### src/rtl/harvard_pkg.sv
// rtl/harvard_pkg.sv - shared types and instruction field layout for the Harvard sequencer
//
// Purpose: sequencer state encoding, 22-bit instruction word field positions
//          and the default HALT opcode. Imported by the sequencer and its tests.
// Ports:   none (package).
package harvard_pkg;

   typedef enum logic [2:0] {
      ST_IDLE    = 3'd0,
      ST_FETCH   = 3'd1,
      ST_DECODE  = 3'd2,
      ST_OPERAND = 3'd3,
      ST_EXECUTE = 3'd4,
      ST_HALT    = 3'd5
   } seq_state_t;

   // Instruction word: {opcode[21:17], mode[16], operand[15:0]}
   localparam int INSTR_WIDTH   = 22;
   localparam int OPCODE_WIDTH  = 5;
   localparam int OPCODE_LSB    = 17;
   localparam int MODE_BIT      = 16;
   localparam int OPERAND_WIDTH = 16;
   localparam int OPERAND_LSB   = 0;

   localparam logic [OPCODE_WIDTH-1:0] DEFAULT_HALT_OPCODE = 5'b11111;

endpackage

### src/rtl/program_counter.sv
// rtl/program_counter.sv - program counter with branch load, wrapping increment and hold
//
// Purpose: holds the ROM address of the current instruction.
// Ports:
//   clk        in   clock, rising edge
//   reset      in   synchronous active-high reset, clears the count
//   load       in   replace the count with target (takes priority over increment)
//   increment  in   advance by one, wrapping modulo 2^WIDTH
//   target     in   WIDTH  load value
//   value      out  WIDTH  current program counter
module program_counter #(
   parameter int WIDTH = 8
) (
   input  logic             clk,
   input  logic             reset,
   input  logic             load,
   input  logic             increment,
   input  logic [WIDTH-1:0] target,
   output logic [WIDTH-1:0] value
);

   always_ff @(posedge clk) begin
      if (reset) begin
         value <= '0;
      end else if (load) begin
         value <= target;
      end else if (increment) begin
         // Natural overflow of the WIDTH-bit add gives the max -> 0 wrap.
         value <= value + 1'b1;
      end
   end

endmodule

### src/rtl/instruction_sequencer.sv
// rtl/instruction_sequencer.sv - fetch/decode/operand/execute controller for the Harvard machine
//
// Purpose: walks each instruction through FETCH, DECODE, optional OPERAND
//          (data-memory read) and EXECUTE, owns the PC and stops on HALT.
//          Every output comes from a register; no input reaches an output
//          combinationally.
// Ports:
//   ClockInput             in   clock, rising edge
//   ResetInput             in   synchronous active-high reset
//   RunInput               in   1 = run, 0 = pause at the next instruction boundary
//   InstructionInput       in   22  ROM data, valid the cycle after the address
//   DataReadyInput         in   data-memory read complete (OPERAND only)
//   BranchTakenInput       in   redirect request (EXECUTE only)
//   BranchTargetInput      in   PC_WIDTH  redirect address
//   ProgramAddressOutput   out  PC_WIDTH  ROM address (= PC)
//   FetchEnableOutput      out  ROM read enable
//   OpecodeOutput          out  5   instruction register opcode
//   AddressingModeOutput   out  instruction register mode bit
//   OperandOutput          out  16  instruction register operand
//   DecodeStrobeOutput     out  one-cycle decoder latch pulse
//   DataReadRequestOutput  out  data-memory read request
//   DataAddressOutput      out  16  data-memory address (= operand)
//   ExecuteStrobeOutput    out  one-cycle execute enable
//   HaltedOutput           out  stopped on HALT
//   StateOutput            out  3   current state encoding
module instruction_sequencer
   import harvard_pkg::*;
#(
   parameter int                      PC_WIDTH    = 8,
   parameter logic [OPCODE_WIDTH-1:0] HALT_OPCODE = DEFAULT_HALT_OPCODE
) (
   input  logic                     ClockInput,
   input  logic                     ResetInput,
   input  logic                     RunInput,
   input  logic [INSTR_WIDTH-1:0]   InstructionInput,
   input  logic                     DataReadyInput,
   input  logic                     BranchTakenInput,
   input  logic [PC_WIDTH-1:0]      BranchTargetInput,
   output logic [PC_WIDTH-1:0]      ProgramAddressOutput,
   output logic                     FetchEnableOutput,
   output logic [OPCODE_WIDTH-1:0]  OpecodeOutput,
   output logic                     AddressingModeOutput,
   output logic [OPERAND_WIDTH-1:0] OperandOutput,
   output logic                     DecodeStrobeOutput,
   output logic                     DataReadRequestOutput,
   output logic [OPERAND_WIDTH-1:0] DataAddressOutput,
   output logic                     ExecuteStrobeOutput,
   output logic                     HaltedOutput,
   output logic [2:0]               StateOutput
);

   seq_state_t             state;
   seq_state_t             next_state;
   logic [INSTR_WIDTH-1:0] ir;
   logic                   pc_load;
   logic                   pc_increment;

   logic [OPCODE_WIDTH-1:0] incoming_opcode;
   logic                    incoming_mode;

   assign incoming_opcode = InstructionInput[OPCODE_LSB +: OPCODE_WIDTH];
   assign incoming_mode   = InstructionInput[MODE_BIT];

   always_comb begin
      next_state = state;
      case (state)
         ST_IDLE:    next_state = RunInput ? ST_FETCH : ST_IDLE;
         ST_FETCH:   next_state = ST_DECODE;
         ST_DECODE: begin
            // Routed from the word arriving now, not from the IR it is about to fill.
            if (incoming_opcode == HALT_OPCODE) begin
               next_state = ST_HALT;
            end else if (incoming_mode) begin
               next_state = ST_OPERAND;
            end else begin
               next_state = ST_EXECUTE;
            end
         end
         ST_OPERAND: next_state = DataReadyInput ? ST_EXECUTE : ST_OPERAND;
         ST_EXECUTE: next_state = RunInput ? ST_FETCH : ST_IDLE;
         ST_HALT:    next_state = ST_HALT;
         default:    next_state = ST_IDLE;
      endcase
   end

   // Outputs are registered from next_state so each is high exactly while the
   // FSM sits in its owning state.
   always_ff @(posedge ClockInput) begin
      if (ResetInput) begin
         state                 <= ST_IDLE;
         ir                    <= '0;
         FetchEnableOutput     <= 1'b0;
         DecodeStrobeOutput    <= 1'b0;
         DataReadRequestOutput <= 1'b0;
         ExecuteStrobeOutput   <= 1'b0;
         HaltedOutput          <= 1'b0;
      end else begin
         state <= next_state;
         if (state == ST_DECODE) begin
            ir <= InstructionInput;
         end
         FetchEnableOutput     <= (next_state == ST_FETCH);
         // Pulse in the first cycle after DECODE; a HALT word is never decoded.
         DecodeStrobeOutput    <= (state == ST_DECODE) && (next_state != ST_HALT);
         DataReadRequestOutput <= (next_state == ST_OPERAND);
         ExecuteStrobeOutput   <= (next_state == ST_EXECUTE);
         HaltedOutput          <= (next_state == ST_HALT);
      end
   end

   assign pc_load      = (state == ST_EXECUTE) &&  BranchTakenInput;
   assign pc_increment = (state == ST_EXECUTE) && !BranchTakenInput;

   program_counter #(
      .WIDTH (PC_WIDTH)
   ) u_program_counter (
      .clk       (ClockInput),
      .reset     (ResetInput),
      .load      (pc_load),
      .increment (pc_increment),
      .target    (BranchTargetInput),
      .value     (ProgramAddressOutput)
   );

   assign OpecodeOutput        = ir[OPCODE_LSB +: OPCODE_WIDTH];
   assign AddressingModeOutput = ir[MODE_BIT];
   assign OperandOutput        = ir[OPERAND_LSB +: OPERAND_WIDTH];
   assign DataAddressOutput    = ir[OPERAND_LSB +: OPERAND_WIDTH];
   assign StateOutput          = state;

endmodule

### config.mk
export PLATFORM = sky130hd
export DESIGN_NAME = instruction_sequencer
export DESIGN_NICKNAME = d
export VERILOG_FILES = /design/src/rtl/harvard_pkg.sv /design/src/rtl/program_counter.sv /design/src/rtl/instruction_sequencer.sv
export SDC_FILE = /design/constraint.sdc
export NUM_CORES = 1
export LEC_CHECK = 0
export BUFFER_PORTS_ARGS = -buffer_cell sky130_fd_sc_hd__buf_2
export CAP_MARGIN = 15
export CORE_ASPECT_RATIO = 0.7
export CORE_MARGIN = 3
export CORE_UTILIZATION = 45
export DETAILED_ROUTE_END_ITERATION = 16
export HOLD_SLACK_MARGIN = 0.08
export PLACE_DENSITY = 0.79
export SYNTH_ARGS = -nofsm -noshare
export SYNTH_HDL_FRONTEND = slang
export SYNTH_SLANG_ARGS = --single-unit
### constraint.sdc
create_clock -name ClockInput -period 1.8 [get_ports ClockInput]
set_input_delay 0 -clock ClockInput [delete_from_list [all_inputs] [get_ports ClockInput]]
set_output_delay 0 -clock ClockInput [all_outputs]
set_load 0.02 [all_outputs]
==> reports/qor.txt <==
Status: complete, no violations
Worst reg2reg path startpoint: StateOutput[2]
Min-Delay Path Depth: 4
Async set-reset flop share out of synthesis: 0
Adder-Cell Fraction of Synth Area: 0.007138
Critical Path RT: 2.02 ns
WHS Endpoint: u_program_counter.value[4]
Slowest Stage Delay on Critical Path: 0.53 ns
Sink Count: 38
F_max: 0.6342 GHz
Synthesis Warnings: 0
Pre-CTS WS: 0.2713 ns
Worst-Skew Late Latency: 0.29 ns
Overall power: 2.161 mW
Gate Count Post-Synth: 217
Fill cells: 298
CP arrival: 1.80 ns
First-pass GRT wire length: 7.403 mm
Core area: 0.003626 mm2
Average cell area after synthesis: 8.078 um2
Total number of vias: 1,808
Yosys reg bits: 38
Synth top area share: 0.4340
Initial core utilization: 0.4834
WS Path Type: reg -> reg
Synth cell types: 46
TritonCTS clock tree: built
Slew HR: 0.7379
Max-cap viol count: 0
Synth top cells by count: nand2_1 (51), dfxtp_1 (38), a21oi_1 (25), buf_4 (16), nor2_1 (14)
Post-synth EDFFs: 0
Die footprint: 0.004692 mm2
Layout Cells excl Fill: 366
Input/output buffers: 88
NumNets Final: 351
Final setup TNS: 0 ns
Layout cell share with drive strength beyond 1: 0.3418
Worst hold path type: in -> reg
Final Util: 0.6974
Fin. max-slew vios: 0
Hold Fails Final Rpt: 0
Worst Tran Pin Value: 0.3927 ns
Ports: 89
Seq/Total Area, Yosys: 0.4340
Area leader, netlist: dfxtp_1
Worst Setup SP: StateOutput[2]
Crit path launch type: flip-flop
Crit share post-route: 0.8759
DIE HEIGHT: 58.22 um
Vias in the first global route: 1,623
CTS root buffer: clkbuf_8
Clock Path Buffers: 2
# rows: 18
Dpl hpwl: 3.142 mm
Antenna violations before repair: 0
Reg2reg setup slack: 0.22 ns
CP max stage cell: or3b_1
Largest net degree at the start of global routing: 22
# diodes: 0
Mux cell area share after synthesis: 0.01713
Power Density: 854.5 mW/mm2
Simple-gate share of the synthesized area: 0.2434
Initial drt markers: 88
Largest family of logic cells by synthesized area: simple AND/OR/NAND/NOR gates
Worst R2R Path Depth: 3
Final Wtd Congestion: 0.8790
Net count of the mapped netlist: 253
Crit end category: flip-flop
Count of final setup violators: 0
Post-Place Cells: 330
Leak Pwr: 1.182 nW
Detailed Routing Iterations Pass 1: 4
CP Max Fanout: 9
Post-route setup slack: 0.2233 ns
XOR/XNOR share of the synthesized area: 0
Leading register cell type out of synthesis: dfxtp_1
Routed length per instance: 13.01 um
Die Wd: 80.60 um
Most frequent cell after synthesis: nand2_1
Synth top area cells: dfxtp_1 (43%), nand2_1 (11%), a21oi_1 (7.1%)
Worst Hold Slack: 0.08932 ns
Vias/cell: 4.940
GRT overflow: 0
Min Clock Period, post-route: 1.577 ns
Maximum vdd drop: 0.8168 mV
Post-route cell area: 0.002529 mm2
# H-tree levels: 2
Post-Syn Area: 0.001753 mm2
Number of buffers created by CTS: 5
Reg clk slew, reported paths: 0.07 ns
WL final: 4.760 mm
Syn-to-layout area delta: 44.25%
Critical path cell sequence: or3b_1 > or3_1 > a31oi_1
Dpl cell area: 0.002106 mm2
RSZ-0062 raised after global routing: false
Gr usage total: 0.2054
Skew final: 0.004032 ns
Compound-Gate Fraction of Synth Area: 0.1870
Routed Antenna Nets: 0
DRC Markers: 0
Worst R2R End: u_program_counter.value[0]
Hold Crit Start: BranchTargetInput[4]
-- sequential cells by signal (all words and copies together) (netlist names) --
name	count
ir	22
u_program_counter.value	8
StateOutput	3
DataReadRequestOutput	1
DecodeStrobeOutput	1
ExecuteStrobeOutput	1
FetchEnableOutput	1
HaltedOutput	1
-- what timing repair did --
item | 4_1_cts | 5_1_grt
endpoints found under the hold margin | 28 | 0
resized for setup | 0 | 0
hold buffers | 28 | 0
setup buffers | 0 | 0
-- metal layers --
layer  global-route usage  routed length, um  up-vias
met5                    0                  0        -
met4              0.08675                 72        0
met3              0.05435                347       10
met2               0.3219               2193       71
met1               0.2690               2147      807
li1                     -                  -      920
-- cells in the final DEF, fill, tap and decap left out, types with 2 or more instances in the layout --
cell type / n
a22oi_1: 2
inv_1: 2
or3b_1: 2
bufinv_16: 2
a22o_1: 2
a21oi_1: 25
buf_2: 88
nand4_1: 3
a21o_2: 2
nor2b_1: 2
nor2_1: 14
clkbuf_8: 6
mux2i_1: 3
dfxtp_1: 38
nand3_1: 2
dlygate4sd3_1: 28
nand2_1: 51
a31oi_1: 4
a211oi_1: 2
o21ai_0: 5
buf_4: 5
and3_1: 2
and2_1: 2
-- where the power goes --
part           internal (mW)  total [mW]  switching [mW]
Clock                  0.591       0.879           0.288
Sequential             0.878       0.912          0.0342
Combinational          0.162       0.369           0.208
Total                   1.63        2.16           0.530
-- kinds of logic (layout without fill, tap and decap cells) --
kind of cell               Yosys count  in the layout
AOI/OAI and AO/OA                   52             52
adders and majority gates            1              1
buffers and inverters               32            131
DFF                                 38             38
muxes                                3              3
and+or+nand+nor                     91             91
-- worst max path at each step --
stage | slack (ns) | to | cells past startpoint
floorplan | 0.26 | FetchEnableOutput | 5
global placement | 0.27 | ExecuteStrobeOutput | 4
detailed placement | 0.27 | u_program_counter.value[0] | 3
CTS | 0.24 | FetchEnableOutput | 4
global route | 0.07 | ir[2] | 5
finish | 0.22 | u_program_counter.value[0] | 3
-- worst max-delay path, delay by kind of cell (launching register included) --
kind | cells | cell delay [ns]
DFF | 1 | 0.48
AOI/OAI and AO/OA | 1 | 0.15
and+or+nand+nor | 2 | 0.88
-- area by class of cell --
type                       count  area, um2  area share
tap                           50      62.56     0.02474
timing repair buffer         121      758.2      0.2999
multi-input combinational    147      797.0      0.3152
clock buffer                   6      82.58     0.03266
inverter                       2      7.507    0.002969
clock inverter                 2      60.06     0.02375
sequential                    38      760.7      0.3008
No activity file was read; power rests on OpenSTA's default activity.
